File: src/rtl/adc_capture.sv
// adc_capture: ADC sample capture with format conversion, decimation, level trigger and FWFT output FIFO
module adc_capture #(
   parameter int DATA_W     = 14,
   parameter int FIFO_DEPTH = 16
) (
   input  logic              clk_adc,
   input  logic              rst_n,
   input  logic [DATA_W-1:0] adc_data_in,
   input  logic              adc_otr_in,
   input  logic              cfg_twos,
   input  logic [15:0]       cfg_decim,
   input  logic [15:0]       cfg_len,
   input  logic              trig_en,
   input  logic [DATA_W-1:0] trig_level,
   input  logic              arm,
   input  logic              abort,
   input  logic              clear,
   output logic [DATA_W-1:0] m_data,
   output logic              m_last,
   output logic              m_valid,
   input  logic              m_ready,
   output logic              busy,
   output logic              done,
   output logic              overflow,
   output logic              otr_flag
);
   localparam int AW = $clog2(FIFO_DEPTH);
   typedef enum logic [1:0] {IDLE, WAIT_TRIG, CAPTURE} state_t;
   state_t state, state_nxt;
   logic [DATA_W-1:0] d1, d2, d3, lvl_q, prev_q;
   logic o1, o2, o3, k1, k2, k3;
   logic twos_q, have_prev;
   logic [15:0] decim_q, len_q, dcnt, ccnt;
   logic [DATA_W:0] mem [FIFO_DEPTH];
   logic [AW:0] wr_ptr, rd_ptr, fill;
   logic start, fire, wr_try, is_last, full, pop, push, flush;

   function automatic logic below(input logic [DATA_W-1:0] a, input logic [DATA_W-1:0] b, input logic sgn);
      return sgn ? ($signed(a) < $signed(b)) : (a < b);
   endfunction

   // Datapath qualifiers: trigger crossing, write attempt and FIFO push/pop decisions
   always_comb begin
      start   = arm && state == IDLE;
      fire    = k3 && have_prev && below(prev_q, lvl_q, twos_q) && !below(d3, lvl_q, twos_q);
      wr_try  = rst_n && !abort && k3 && (state == CAPTURE || (state == WAIT_TRIG && fire));
      is_last = len_q != 16'd0 && ccnt == len_q - 16'd1;
      fill    = wr_ptr - rd_ptr;
      full    = fill == (AW+1)'(FIFO_DEPTH);
      pop     = m_valid && m_ready;
      push    = wr_try && (!full || pop);
   end

   // State register
   always_ff @(posedge clk_adc) begin
      if (!rst_n) state <= IDLE;
      else state <= state_nxt;
   end

   // Next state; samples still in flight are dropped whenever the capture ends
   always_comb begin
      state_nxt = abort ? IDLE :
                  start ? (trig_en ? WAIT_TRIG : CAPTURE) :
                  (wr_try && is_last) ? IDLE :
                  (state == WAIT_TRIG && fire) ? CAPTURE : state;
      flush     = state_nxt == IDLE;
   end

   // Outputs; FIFO head reads as zero when empty
   always_comb begin
      busy    = state != IDLE;
      m_valid = fill != '0;
      m_data  = m_valid ? mem[rd_ptr[AW-1:0]][DATA_W-1:0] : '0;
      m_last  = m_valid && mem[rd_ptr[AW-1:0]][DATA_W];
      done    = wr_try && is_last;
   end

   // Two input register stages then conversion stage; keep tags are assigned as samples enter
   always_ff @(posedge clk_adc) begin
      if (!rst_n) begin
         {d1, d2, d3} <= '0;
         {o1, o2, o3, k1, k2, k3} <= '0;
      end else begin
         d1 <= adc_data_in;
         o1 <= adc_otr_in;
         d2 <= d1;
         o2 <= o1;
         d3 <= {d2[DATA_W-1] ^ twos_q, d2[DATA_W-2:0]};
         o3 <= o2;
         k1 <= !flush && (start || (busy && dcnt == 16'd0));
         k2 <= !flush && k1;
         k3 <= !flush && k2;
      end
   end

   // Configuration capture on arm, decimation/capture counters and trigger history
   always_ff @(posedge clk_adc) begin
      if (!rst_n) begin
         {twos_q, have_prev} <= '0;
         {decim_q, len_q, dcnt, ccnt} <= '0;
         {lvl_q, prev_q} <= '0;
      end else begin
         if (start) begin
            twos_q  <= cfg_twos;
            decim_q <= cfg_decim;
            len_q   <= cfg_len;
            lvl_q   <= trig_level;
         end
         dcnt      <= start ? (cfg_decim == 16'd0 ? 16'd0 : 16'd1) :
                      (busy && dcnt != decim_q) ? dcnt + 16'd1 : 16'd0;
         ccnt      <= start ? 16'd0 : wr_try ? ccnt + 16'd1 : ccnt;
         have_prev <= start ? 1'b0 : (state == WAIT_TRIG && k3) ? 1'b1 : have_prev;
         prev_q    <= (state == WAIT_TRIG && k3) ? d3 : prev_q;
      end
   end

   // FIFO pointers; abort empties the FIFO
   always_ff @(posedge clk_adc) begin
      if (!rst_n || abort) begin
         wr_ptr <= '0;
         rd_ptr <= '0;
      end else begin
         wr_ptr <= wr_ptr + (AW+1)'(push);
         rd_ptr <= rd_ptr + (AW+1)'(pop);
      end
   end

   // FIFO storage, last flag kept alongside the sample
   always_ff @(posedge clk_adc) begin
      if (push) mem[wr_ptr[AW-1:0]] <= {is_last, d3};
   end

   // Sticky flags; a new event wins over clear
   always_ff @(posedge clk_adc) begin
      if (!rst_n) begin
         overflow <= 1'b0;
         otr_flag <= 1'b0;
      end else begin
         overflow <= (wr_try && !push) || (overflow && !clear);
         otr_flag <= (wr_try && o3) || (otr_flag && !clear);
      end
   end
endmodule

File: config.mk
export PLATFORM = sky130hd
export DESIGN_NAME = adc_capture
export DESIGN_NICKNAME = d
export VERILOG_FILES = /design/src/rtl/adc_capture.sv
export SDC_FILE = /design/constraint.sdc
export NUM_CORES = 1
export LEC_CHECK = 0
export CAP_MARGIN = 30
export CORE_MARGIN = 8
export CORE_UTILIZATION = 54
export CTS_BUF_LIST = sky130_fd_sc_hd__clkbuf_16
export DETAILED_ROUTE_END_ITERATION = 6
export PLACE_DENSITY = 0.76
export SLEW_MARGIN = 20
export SYNTH_ARGS = -nofsm -noshare
export SYNTH_HDL_FRONTEND = slang
export SYNTH_SLANG_ARGS = --single-unit
export TNS_END_PERCENT = 5
File: constraint.sdc
create_clock -name clk_adc -period 4.47 [get_ports clk_adc]
set_input_delay 1.341 -clock clk_adc [delete_from_list [all_inputs] [get_ports clk_adc]]
set_output_delay 1.341 -clock clk_adc [all_outputs]
set_load 0.02 [all_outputs]
# Word-level counts from Yosys, hierarchy flattened

Memory sizes are Yosys's and may differ from the RTL's. A register that Yosys moved wholly into a read port is not among the register bits.
Cells that the tools add are included.

Bits of input ports: 69
Memory bits (writable): 240
Memories kept: 1
Register bits after elaboration: 156
Output and inout port bits: 20
Word-level logic and storage cells: 98

Multiplexer cells: 14
Reduce and logical (&&, ||, !) cells: 44
Magnitude comparators: 4
Bitwise gates (word level): 2
Add/subtract/negate cells: 6
Eq/ne operators: 5

Memories:

| memory | words | width | rd ports | clocked after memory_dff | write ports | RTL line | RTL |
|---|---|---|---|---|---|---|---|
| mem    | 16    | 15    | 1        | 1                        | 1           | 34       | `logic [DATA_W:0] mem [FIFO_DEPTH];` |

Operators with widths:

| kind                                                | count |
|---|---|
| < comparator 14 bit                                 | 4 |
| adder 16 x 1 -> 16 bit (second input constant)      | 2 |
| logical NOT 16 bit                                  | 2 |
| two-way mux 16 bit                                  | 2 |
| logical AND 1 bit                                   | 23 |
| == test 16 bit                                      | 1 |
| inequality test 16 bit                              | 1 |
| nonzero test 16 bit                                 | 1 |
| subtractor 16 x 1 -> 16 bit (second input constant) | 1 |
| two-way mux 14 bit                                  | 1 |
| adder 5 x 1 -> 5 bit                                | 2 |
| two-way mux 2 bit                                   | 5 |
| logical NOT 1 bit                                   | 7 |
| logical OR 1 bit                                    | 6 |
| == test 5 bit (second input constant)               | 1 |
| two-way mux 1 bit                                   | 5 |
| nonzero test 5 bit                                  | 1 |
| subtractor 5 bit                                    | 1 |
| logical NOT 2 bit                                   | 2 |
| two-way mux 4 bit                                   | 1 |
| == test 2 x 1 -> 1 bit (second input constant)      | 1 |
| == test 2 bit (second input constant)               | 1 |
| nonzero test 2 bit                                  | 1 |
| OR reduction 2 bit                                  | 1 |
| other kinds (2)                                     | 2 |

# Longest topological paths before layout

Gate-level depths: netlist of the first run.

Depth after elaboration: 14
Gate-level depth with buffers: 17
Gate-level depth less buffers: 14

# Least setup slack after synthesis of the first run

OpenSTA, ideal clock, no wires.

Path kind: reg-to-reg
Start point: register rd_ptr[1]
End point: memory mem[0][0] in the netlist's numbering, enable pin
Path buffers: 2
Setup time: 0.431 ns
Arrival time: 3.975 ns
Path slack: 0.064 ns
Clock period less this slack: 4.406 ns
Cell stages (with the launch flop): 12
Data required time: 4.039 ns
Cell sequence: dfxtp_1 > clkbuf_1 > clkbuf_1 > inv_1 > ha_1 > nor2b_1 > o21a_1 > o21ai_0 > nand3_1 > or4b_1 > nand3_1 > nor4b_1

Cells in the longest elaborated chain, start to end: 7
Elaborated cells on any way between the ends: 9
Those cells by class: add/sub (1); eq/ne (1); mux (2); reduce/logical (5)

RTL lines:

| what                                                          | RTL line | RTL |
|---|---|---|
| start: declaration                                            | 35       | `logic [AW:0] wr_ptr, rd_ptr, fill;` |
| start signal: assignment                                      | 124      | `rd_ptr <= rd_ptr + (AW+1)'(pop);` |
| subtractor 5 bit (*)                                          | 48       | `fill = wr_ptr - rd_ptr;` |
| == test 5 bit / nonzero test 5 bit (equally long branches)    | 49, 72   |  |
| logical NOT 1 bit / logical AND 1 bit (equally long branches) | 51, 50   |  |
| logical OR 1 bit (*)                                          | 51       | `push = wr_try && (!full \|\| pop);` |
| logical AND 1 bit (*)                                         | 51       |  |
| two-way mux 1 bit (*)                                         | 130      | `if (push) mem[wr_ptr[AW-1:0]] <= {is_last, d3};` |
| two-way mux 1 bit (implied by the code) (*)                   | 130      |  |
| end: declaration                                              | 34       |  |

Every way passes the cells marked *; elsewhere a longest branch is shown, timed or not.

# Final worst setup path of the first run

Start point: register len_q[0]
End point: output done

Cells in the longest elaborated chain, start to end: 4
Elaborated cells on any way between the ends: 5
Those cells by class: add/sub (1); eq/ne (1); reduce/logical (3)

RTL lines:

| what                        | RTL line | RTL |
|---|---|---|
| start: declaration          | 33       | `logic [15:0] decim_q, len_q, dcnt, ccnt;` |
| start signal: assignment    | 106      | `len_q <= cfg_len;` |
| subtractor 16 x 1 -> 16 bit | 47       | `is_last = len_q != 16'd0 && ccnt == len_q - 16'd1;` |
| == test 16 bit              | 47       |  |
| logical AND 1 bit (*)       | 47       |  |
| logical AND 1 bit (*)       | 75       | `done = wr_try && is_last;` |
| end: declaration            | 23       | `output logic done,` |

Marks and branches as above.

==> results of run 1 <==
registers in the layout, summed over array words and instances (netlist names), 14 cells and up:
name / count
d3: 14
mem: 240
len_q: 16
lvl_q: 14
ccnt: 16
dcnt: 16
d1: 14
prev_q: 14
d2: 14
decim_q: 16
what timing repair did:
item,CTS,global route
setup endpoints to repair,17,5
pin swaps,0,4
gates resized for setup,24,12
buffers inserted,0,7
gates cloned,0,0
Yosys cell counts, types with 32 or more instances:
library cell	instances	area [um^2]
sky130_fd_sc_hd__xor2_1	38	333
sky130_fd_sc_hd__mux4_2	75	1690
sky130_fd_sc_hd__nand3_1	34	170
sky130_fd_sc_hd__nand2_1	150	563
sky130_fd_sc_hd__nor2_1	37	139
sky130_fd_sc_hd__dfxtp_1	156	3120
sky130_fd_sc_hd__a21oi_1	32	160
sky130_fd_sc_hd__a21boi_0	62	465
sky130_fd_sc_hd__and2_1	54	338
sky130_fd_sc_hd__clkbuf_1	49	184
sky130_fd_sc_hd__ha_1	38	475
sky130_fd_sc_hd__inv_1	39	146
sky130_fd_sc_hd__edfxtp_1	240	7210
cell type report:
cell class | instances | area (um^2) | share of cell area
clock inverters | 33 | 203 | 0.0103
clock buffers | 41 | 1030 | 0.0522
well taps | 396 | 495 | 0.0252
multi-input cells | 737 | 6000 | 0.305
repair buffers | 158 | 1430 | 0.0728
flip-flops and latches | 396 | 10300 | 0.526
inverters | 40 | 150 | 0.00764
cell usage in the layout (no fill, tap or decap), types with 31 or more instances in the layout:
cell and n:
sky130_fd_sc_hd__edfxtp_1 240, sky130_fd_sc_hd__dfxtp_1 152, sky130_fd_sc_hd__nand2_1 149, sky130_fd_sc_hd__mux4_2 75
sky130_fd_sc_hd__clkdlybuf4s50_1 70, sky130_fd_sc_hd__buf_4 68, sky130_fd_sc_hd__a21boi_0 62, sky130_fd_sc_hd__and2_1 53
sky130_fd_sc_hd__inv_1 47, sky130_fd_sc_hd__clkbuf_16 41, sky130_fd_sc_hd__xor2_1 38, sky130_fd_sc_hd__ha_1 38
sky130_fd_sc_hd__nor2_1 36, sky130_fd_sc_hd__nand3_1 33, sky130_fd_sc_hd__a21oi_1 31
through the flow:
step | utilization | setup WS, ns | power [mW] | std cells | hold WS, ns
finish | 0.646 | 0.0189 | 7.39 | 1801 | 0.427
global route | 0.646 | -0.103 | 7.63 | 1801 | 0.442
CTS | 0.643 | -0.0547 | 7.44 | 1794 | 0.430
detailed placement | 0.602 | -0.0295 | 4.35 | 1720 | 0.419
global placement | 0.602 | -0.0107 | 4.34 | 1720 | 0.419
floorplan | - | 0.0641 | 4.21 | 1239 | 0.412
final timing paths:
check                        endpoint  slack, ns  cells after the start
setup / recovery                 done       0.02                     10
hold / removal       d2[6]$_SDFF_PN0_       0.43                      1
setup reg to reg  mem[3][7]$_DFFE_PP_       0.76                     10
hold reg to reg      d2[6]$_SDFF_PN0_       0.43                      1
power by group through the flow:
| stage | Combinational [mW] | Clock [mW] | Sequential (mW) |
|---|---|---|---|
| 2_1_floorplan | 0.207 | 0 | 4.00 |
| 3_3_place_gp | 0.343 | 0 | 4.00 |
| 3_5_place_dp | 0.351 | 0 | 4.00 |
| 4_1_cts | 0.355 | 3.16 | 3.92 |
| 5_1_grt | 0.401 | 3.30 | 3.93 |
| 6_report | 0.363 | 3.10 | 3.92 |
routing by layer:
layer / GRT usage / vias to the layer above / part of all wire
li1: - / 4884 / -
met1: 0.261 / 5076 / 0.41
met2: 0.356 / 365 / 0.50
met3: 0.0368 / 82 / 0.063
met4: 0.0548 / 0 / 0.024
met5: 0 / - / 0
kinds of logic (layout without fill, tap and decap cells):
group | Yosys count | count (layout) | synth area share
AO/OA/AOI/OAI | 163 | 163 | 0.0687
XOR/XNOR | 54 | 54 | 0.0284
adder cells (fa/ha/maj) | 38 | 38 | 0.0286
buffers and inverters | 106 | 272 | 0.0259
flip-flops | 396 | 396 | 0.621
multiplexers | 80 | 80 | 0.105
AND/OR/NAND/NOR | 402 | 402 | 0.123
==> flow_summary.rst, run 1 <==
.. list-table::
   :header-rows: 1

   * - Metric
     - Value
   * - Number of antenna violations at the first check in global routing
     - 0
   * - Final worst-path cycle share
     - 0.996
   * - Detail Route Antenna Nets
     - 0
   * - Net Switching
     - 1.62 mW
   * - Worst-Skew Late Latency
     - 0.55 ns
   * - Slowest Stage Delay on Critical Path
     - 0.49 ns
   * - Design internal power
     - 5.76 mW
   * - Slew HR
     - 0.396
   * - Largest net degree at the start of global routing
     - 114
   * - Max-cap viol count
     - 0
   * - Data required time at the worst endpoint
     - 3.13 ns
   * - Half-perimeter wire length of the detailed placement result
     - 23500 um
   * - Outcome
     - finished clean
   * - Synthesized area per cell
     - 13.4 um^2
   * - Power Dens Cells
     - 376 nW/um^2
   * - Element type at the critical path end
     - output pin
   * - Detailed-route wire length per cell
     - 20.7 um
   * - Cell chain of the critical path
     - inv_1 > ha_1 > or4b_4 > or4b_1 > a211o_1 > nand2_2 > nand3_2 > nor4_2 > buf_4 > buf_4
   * - Combined area of all synthesized cells
     - 16600 um^2
   * - Worst EP arrival
     - 3.11 ns
   * - Setup violators final
     - 0
   * - Num ports
     - 89
   * - Clk network pwr share
     - 0.420
   * - Die Footprint
     - 36700 um^2
   * - Number of search-and-repair iterations in the first detailed-routing pass
     - 5
   * - Leakage power summed over all cells
     - 6.57 nW
   * - Remaining routing DRC violations
     - 0
   * - Critical hold path startpoint
     - d1[6]$_SDFF_PN0_
   * - Count of unique library cells instantiated by Yosys
     - 60
   * - Total number of clock tree sinks
     - 396
   * - Final standard cell area without fillers
     - 19600 um^2
   * - Number of inserted diodes
     - 0
   * - Async S/R FF share, synth
     - 0
   * - Hold_buf cts
     - 0
   * - IO Port Bufs
     - 88
   * - Fraction of final layout cells with drive strength greater than 1
     - 0.172
   * - Power share of the combinational group
     - 0.049
   * - Via count of the first global-routing pass
     - 10475
   * - Highest clock frequency the design can meet
     - 225 MHz
   * - Most instantiated flip-flop cell in the synthesis netlist
     - sky130_fd_sc_hd__edfxtp_1
   * - Crit-path most repeated cell
     - sky130_fd_sc_hd__buf_4
   * - Crit path buf inv count
     - 3
   * - Gate Count Post-Synth
     - 1239
   * - Area after detailed placement
     - 18300 um^2
   * - Cell family contributing the most delay on the critical path
     - simple AND/OR/NAND/NOR gates
   * - Register clock-pin slew on the reported worst setup and hold paths
     - 0.06 ns
   * - Number of max-slew violations in the final report
     - 0
   * - Vias per Instance
     - 5.78
   * - Layout net count
     - 1481
   * - Minimum clock period
     - 4.45 ns
   * - Setup repair after global routing missed its margin
     - true
   * - P&R area growth vs syn
     - 18.1%
   * - Type of origin of the critical path
     - flip-flop
   * - Worst supply voltage drop on vdd
     - 0.000312 V
   * - Clk_skew
     - 0.0188 ns
   * - Routability Congestion
     - 0.866
   * - Depth of the CTS H-tree
     - 2
   * - Yosys warnings
     - 0
   * - Crit Path Category
     - reg -> out
   * - Worst path slowest cell
     - sky130_fd_sc_hd__or4b_4
   * - CTS Buf Count
     - 41
   * - DRC marker count from the first detailed-route iteration
     - 902
   * - Overflow left after global routing
     - 0
   * - Critical path startpoint
     - len_q[0]$_SDFFE_PN0P_
   * - Setup TNS
     - 0 ns
   * - Overall routed net length
     - 37200 um
   * - Wire length of the first global-routing pass
     - 58400 um
   * - Min-Delay Path Class
     - reg -> reg
   * - Effective utilization at floorplan
     - 0.546
   * - Overall die height
     - 191 um
   * - Root buffer cell
     - sky130_fd_sc_hd__clkbuf_16
   * - Hold Fails Final Rpt
     - 0
   * - Filler cell count
     - 2240
   * - Beginning of the worst register-to-register path
     - lvl_q[11]$_SDFFE_PN0P_
   * - Number of rows created at floorplan
     - 64
   * - Global-route total usage across every layer
     - 0.205
   * - Count of flip-flops with a built-in enable after synthesis
     - 240
   * - Maximum fanout along the worst path
     - 4
   * - Count of vias placed by the detailed router
     - 10407
   * - Std-Cell Core Area
     - 30400 um^2
   * - Number of buffers on the longest clock path
     - 3
   * - Post-synthesis sequential element count
     - 396
   * - Sequential share of the synthesized area
     - 0.621
   * - Floorplan die width
     - 191 um
   * - Transition time at the pin with the least slew margin
     - 0.906 ns
   * - Switching power share of the total
     - 0.220
   * - Post-Syn Nets
     - 1346
   * - TritonCTS clock tree
     - done
   * - Sequential fraction of design power
     - 0.531
No activity file was read; power rests on OpenSTA's default activity.
==> run 2, diff against run 1 <==
ABC_AREA = 1   (was unset)
==> flow_summary.rst, run 2 <==
.. list-table::
   :header-rows: 1

   * - Metric
     - Value
   * - Effective utilization at floorplan
     - 0.545 (was 0.546)
   * - Switching power share of the total
     - 0.217 (was 0.220)
   * - Maximum fanout along the worst path
     - 17 (was 4)
   * - Worst path slowest cell
     - sky130_fd_sc_hd__clkdlybuf4s50_1 (was sky130_fd_sc_hd__or4b_4)
   * - P&R area growth vs syn
     - 16.4% (was 18.1%)
   * - Data required time at the worst endpoint
     - 3.13 ns (about the same)
   * - Post-synthesis sequential element count
     - 396 (unchanged)
   * - Routability Congestion
     - 0.899 (was 0.866)
   * - Total number of clock tree sinks
     - 396 (unchanged)
   * - CTS Buf Count
     - 40 (was 41)
   * - Most instantiated flip-flop cell in the synthesis netlist
     - sky130_fd_sc_hd__edfxtp_1 (unchanged)
   * - Vias per Instance
     - 5.54 (was 5.78)
   * - Num ports
     - 89 (unchanged)
   * - Hold Fails Final Rpt
     - 0 (unchanged)
   * - Total instance count after detailed placement
     - 2221 (was 1720)
   * - Cell family contributing the most delay on the critical path
     - buffers and inverters (was simple AND/OR/NAND/NOR gates)
   * - Worst slack on hold paths
     - 0.409 ns (was 0.427 ns)
   * - Overall routed net length
     - 39200 um (was 37200 um)
   * - Number of rows created at floorplan
     - 65 (was 64)
   * - Transition time at the pin with the least slew margin
     - 0.829 ns (was 0.906 ns)
   * - Clk_skew
     - 0.0284 ns (was 0.0188 ns)
   * - Synth Area in XOR/XNOR
     - 0.0175 (was 0.0284)
   * - Global-route total usage across every layer
     - 0.205 (about the same)
   * - Outcome
     - finished clean (unchanged)
   * - Gate Count Post-Synth
     - 1755 (was 1239)
   * - Yosys warnings
     - 0 (unchanged)
   * - Number of antenna violations at the first check in global routing
     - 0 (unchanged)
   * - Combined area of all synthesized cells
     - 17100 um^2 (was 16600 um^2)
   * - Setup violators final
     - 0 (unchanged)
   * - Post-synthesis share of cell area spent on and, or, nand and nor gates
     - 0.168 (was 0.123)
   * - Overall die height
     - 194 um (was 191 um)
   * - Sequential fraction of design power
     - 0.516 (was 0.531)
   * - Crit Path Category
     - reg -> out (unchanged)
   * - Flip-flop count of the largest register after layout
     - 240 (unchanged)
   * - Net Switching
     - 1.66 mW (was 1.62 mW)
   * - Floorplan die width
     - 194 um (was 191 um)
   * - Number of inserted diodes
     - 0 (unchanged)
   * - Max-cap viol count
     - 0 (unchanged)
   * - Worst-Skew Late Latency
     - 0.55 ns (about the same)
   * - Worst supply voltage drop on vdd
     - 0.000248 V (was 0.000312 V)
   * - DRC marker count from the first detailed-route iteration
     - 860 (was 902)
   * - Root buffer cell
     - sky130_fd_sc_hd__clkbuf_16 (unchanged)
   * - Post-synth top area share
     - 0.422 (was 0.433)
   * - Number of search-and-repair iterations in the first detailed-routing pass
     - 5 (unchanged)
   * - Filler cell count
     - 2430 (was 2240)
   * - Main area contributors after synthesis
     - sky130_fd_sc_hd__edfxtp_1 42%, sky130_fd_sc_hd__dfxtp_1 18%, sky130_fd_sc_hd__nand2_1 9.2% (was sky130_fd_sc_hd__edfxtp_1 43%, sky130_fd_sc_hd__dfxtp_1 19%, sky130_fd_sc_hd__mux4_2 10%)
   * - Final worst-path cycle share
     - 0.961 (was 0.996)
   * - IO Port Bufs
     - 88 (unchanged)
   * - Count of flip-flops with a built-in enable after synthesis
     - 240 (unchanged)
   * - Count of unique library cells instantiated by Yosys
     - 49 (was 60)
   * - Via count of the first global-routing pass
     - 12465 (was 10475)
   * - Detail Route Antenna Nets
     - 0 (unchanged)
   * - Most frequently used cell type in the post-synthesis netlist
     - sky130_fd_sc_hd__nand2_1 (was sky130_fd_sc_hd__edfxtp_1)
   * - Fraction of the mapped netlist area in adder cells
     - 0.0279 (was 0.0286)
   * - Power share of the combinational group
     - 0.054 (was 0.049)
   * - Slew HR
     - 0.447 (was 0.396)
   * - Std-Cell Core Area
     - 31300 um^2 (was 30400 um^2)
   * - Fraction of final layout cells with drive strength greater than 1
     - 0.0825 (was 0.172)
   * - Setup repair after global routing missed its margin
     - true (unchanged)
   * - Depth of the CTS H-tree
     - 2 (unchanged)
   * - Largest net degree at the start of global routing
     - 92 (was 114)
   * - Highest clock frequency the design can meet
     - 233 MHz (was 225 MHz)
   * - Overflow left after global routing
     - 0 (unchanged)
   * - Pre-CTS worst setup slack
     - 0.209 ns (was -0.0295 ns)
   * - Type of origin of the critical path
     - flip-flop (unchanged)
   * - Setup bufs post-CTS
     - 0 (unchanged)
   * - Crit-path most repeated cell
     - sky130_fd_sc_hd__inv_1 (was sky130_fd_sc_hd__buf_4)
   * - Multiplexer share of the synthesized area
     - 0 (was 0.105)
   * - Min-Delay Path Class
     - reg -> reg (unchanged)
   * - Finished Layout Cells
     - 2293 (was 1801)
   * - Half-perimeter wire length of the detailed placement result
     - 26700 um (was 23500 um)
   * - Cell types with the highest counts after synthesis
     - 418 x sky130_fd_sc_hd__nand2_1, 240 x sky130_fd_sc_hd__edfxtp_1, 190 x sky130_fd_sc_hd__inv_1 (was 240 x sky130_fd_sc_hd__edfxtp_1, 156 x sky130_fd_sc_hd__dfxtp_1, 150 x sky130_fd_sc_hd__nand2_1)
   * - Design internal power
     - 5.97 mW (was 5.76 mW)
   * - Post-Syn Nets
     - 1862 (was 1346)
   * - Register clock-pin slew on the reported worst setup and hold paths
     - 0.06 ns (about the same)
   * - Power Dens Cells
     - 384 nW/um^2 (was 376 nW/um^2)
   * - Most used cells in the layout excluding fill and tap cells
     - 417 x sky130_fd_sc_hd__nand2_1, 240 x sky130_fd_sc_hd__edfxtp_1, 200 x sky130_fd_sc_hd__inv_1 (was 240 x sky130_fd_sc_hd__edfxtp_1, 152 x sky130_fd_sc_hd__dfxtp_1, 149 x sky130_fd_sc_hd__nand2_1)
   * - Largest family of logic cells by synthesized area
     - simple AND/OR/NAND/NOR gates (unchanged)
   * - Async S/R FF share, synth
     - 0 (unchanged)
   * - Crit path buf inv count
     - 5 (was 3)
   * - Number of max-slew violations in the final report
     - 0 (unchanged)
   * - Slowest Stage Delay on Critical Path
     - 0.59 ns (was 0.49 ns)
   * - Clk network pwr share
     - 0.430 (was 0.420)
   * - Remaining routing DRC violations
     - 0 (unchanged)
   * - Fraction of the mapped netlist area in compound gates
     - 0.120 (was 0.0687)
   * - Wire length of the first global-routing pass
     - 63300 um (was 58400 um)
   * - Worst EP arrival
     - 2.95 ns (was 3.11 ns)
   * - Detailed-route wire length per cell
     - 17.1 um (was 20.7 um)
   * - Cell taking the most area after synthesis
     - sky130_fd_sc_hd__edfxtp_1 (unchanged)
   * - Element type at the critical path end
     - output pin (unchanged)
   * - Worst Slack Setup Final
     - 0.176 ns (was 0.0189 ns)
   * - Number of buffers on the longest clock path
     - 3 (unchanged)
   * - Final core occ
     - 0.634 (was 0.646)
   * - Layout net count
     - 1968 (was 1481)
   * - Die Footprint
     - 37500 um^2 (was 36700 um^2)
   * - Minimum clock period
     - 4.29 ns (was 4.45 ns)
   * - Leakage power summed over all cells
     - 7.89 nW (was 6.57 nW)
   * - Cell chain of the critical path
     - inv_2 > ha_1 > inv_1 > o21bai_1 > a21o_1 > a21oi_1 > xor2_1 > nor2_2 > buf_6 > inv_1 > clkdlybuf4s50_1 (was inv_1 > ha_1 > or4b_4 > or4b_1 > a211o_1 > nand2_2 > nand3_2 > nor4_2 > buf_4 > buf_4)
   * - TritonCTS clock tree
     - done (unchanged)
   * - Most common cell after layout, fill and taps aside
     - sky130_fd_sc_hd__nand2_1 (was sky130_fd_sc_hd__edfxtp_1)
   * - Count of vias placed by the detailed router
     - 12697 (was 10407)
   * - Sequential share of the synthesized area
     - 0.606 (was 0.621)
   * - Synthesized area per cell
     - 9.72 um^2 (was 13.4 um^2)
[run 2: cell types whose count changed in the layout (fill, tap and decap cells not counted), sizes merged, moves of 54 or more]
cell	before	now
mux4	75	0
o21ai	14	77
a21oi	32	167
nand2	150	425
and2	55	1
inv	53	205
a21boi	62	2
nor2	37	142
[run 2: area by class of cell]
| class | count | area (um^2) | share of cell area |
|---|---|---|---|
| timing repair buffer | 140 | 1300 | 0.0657 |
| inverter | 193 | 726 | 0.0366 |
| clock inverter | 31 | 280 | 0.0141 |
| multi-input combinational | 1090 | 5680 | 0.286 |
| clock buffer | 41 | 1030 | 0.0517 |
| tap | 402 | 503 | 0.0253 |
| sequential | 396 | 10300 | 0.521 |
[run 2: power by group through the flow]
| stage | logic, mW | clock network [mW] | registers [mW] |
|---|---|---|---|
| 2_1_floorplan | 0.261 | 0 | 4.01 |
| 3_3_place_gp | 0.403 | 0 | 4.01 |
| 3_5_place_dp | 0.411 | 0 | 4.02 |
| 4_1_cts | 0.414 | 3.34 | 3.94 |
| 5_1_grt | 0.470 | 3.48 | 3.94 |
| 6_report | 0.413 | 3.28 | 3.94 |
[run 2: layer usage]
metal | track usage | share of wire | vias up
li1 | - | - | 6166
met1 | 0.254 | 0.42 | 6027
met2 | 0.362 | 0.49 | 431
met3 | 0.0331 | 0.062 | 73
met4 | 0.0681 | 0.027 | 0
met5 | 0 | 0 | -
[run 2: worst register-to-register path, cell delays in order (launching register included)]
cell and delay, ns:
sky130_fd_sc_hd__dfxtp_2 0.53, sky130_fd_sc_hd__ha_1 0.32, sky130_fd_sc_hd__nand2_1 0.10, sky130_fd_sc_hd__inv_1 0.04, sky130_fd_sc_hd__nand2_1 0.06, sky130_fd_sc_hd__nand2_1 0.05
sky130_fd_sc_hd__a21oi_1 0.15, sky130_fd_sc_hd__nand3_1 0.09, sky130_fd_sc_hd__nand2_1 0.08, sky130_fd_sc_hd__nand3_2 0.14, sky130_fd_sc_hd__a21boi_4 0.23, sky130_fd_sc_hd__nand2_1 0.16
sky130_fd_sc_hd__nor2_2 0.14, sky130_fd_sc_hd__nand2_1 0.14, sky130_fd_sc_hd__nor2_1 0.34, sky130_fd_sc_hd__buf_4 0.30
[run 2: worst paths after layout]
check                                           from                   to  slack (ns)  depth (start not counted)
worst min-delay path                d1[7]$_SDFF_PN0_     d2[7]$_SDFF_PN0_        0.41                          2
worst max-delay path            rd_ptr[1]$_SDFF_PP0_              m_valid        0.18                         11
worst max register to register     d3[13]$_SDFF_PN0_  mem[5][4]$_DFFE_PP_        1.26                         15
worst min register to register      d1[7]$_SDFF_PN0_     d2[7]$_SDFF_PN0_        0.41                          2
[run 2: logic make-up (layout without fill, tap and decap cells)]
kind of cell / count (synthesis) / count (layout)
flip-flops: 396 / 396
AND/OR/NAND/NOR: 673 / 673
XOR/XNOR: 34 / 34
AO/OA/AOI/OAI: 345 / 345
buffers and inverters: 269 / 405
adder cells (fa/ha/maj): 38 / 38
[run 2: metrics by stage]
stage,area (um^2),TNS (ns),power [mW]
2_1_floorplan,17100,0,4.27
3_3_place_gp,18600,0,4.42
3_5_place_dp,18600,0,4.43
4_1_cts,19800,0,7.69
5_1_grt,19900,-0.0229,7.89
6_report,19900,0,7.63
[run 2: what timing repair did]
item | 4_1_cts | 5_1_grt
setup endpoints to repair | 16 | 5
resized for setup | 20 | 3
hold buffers | 0 | 0
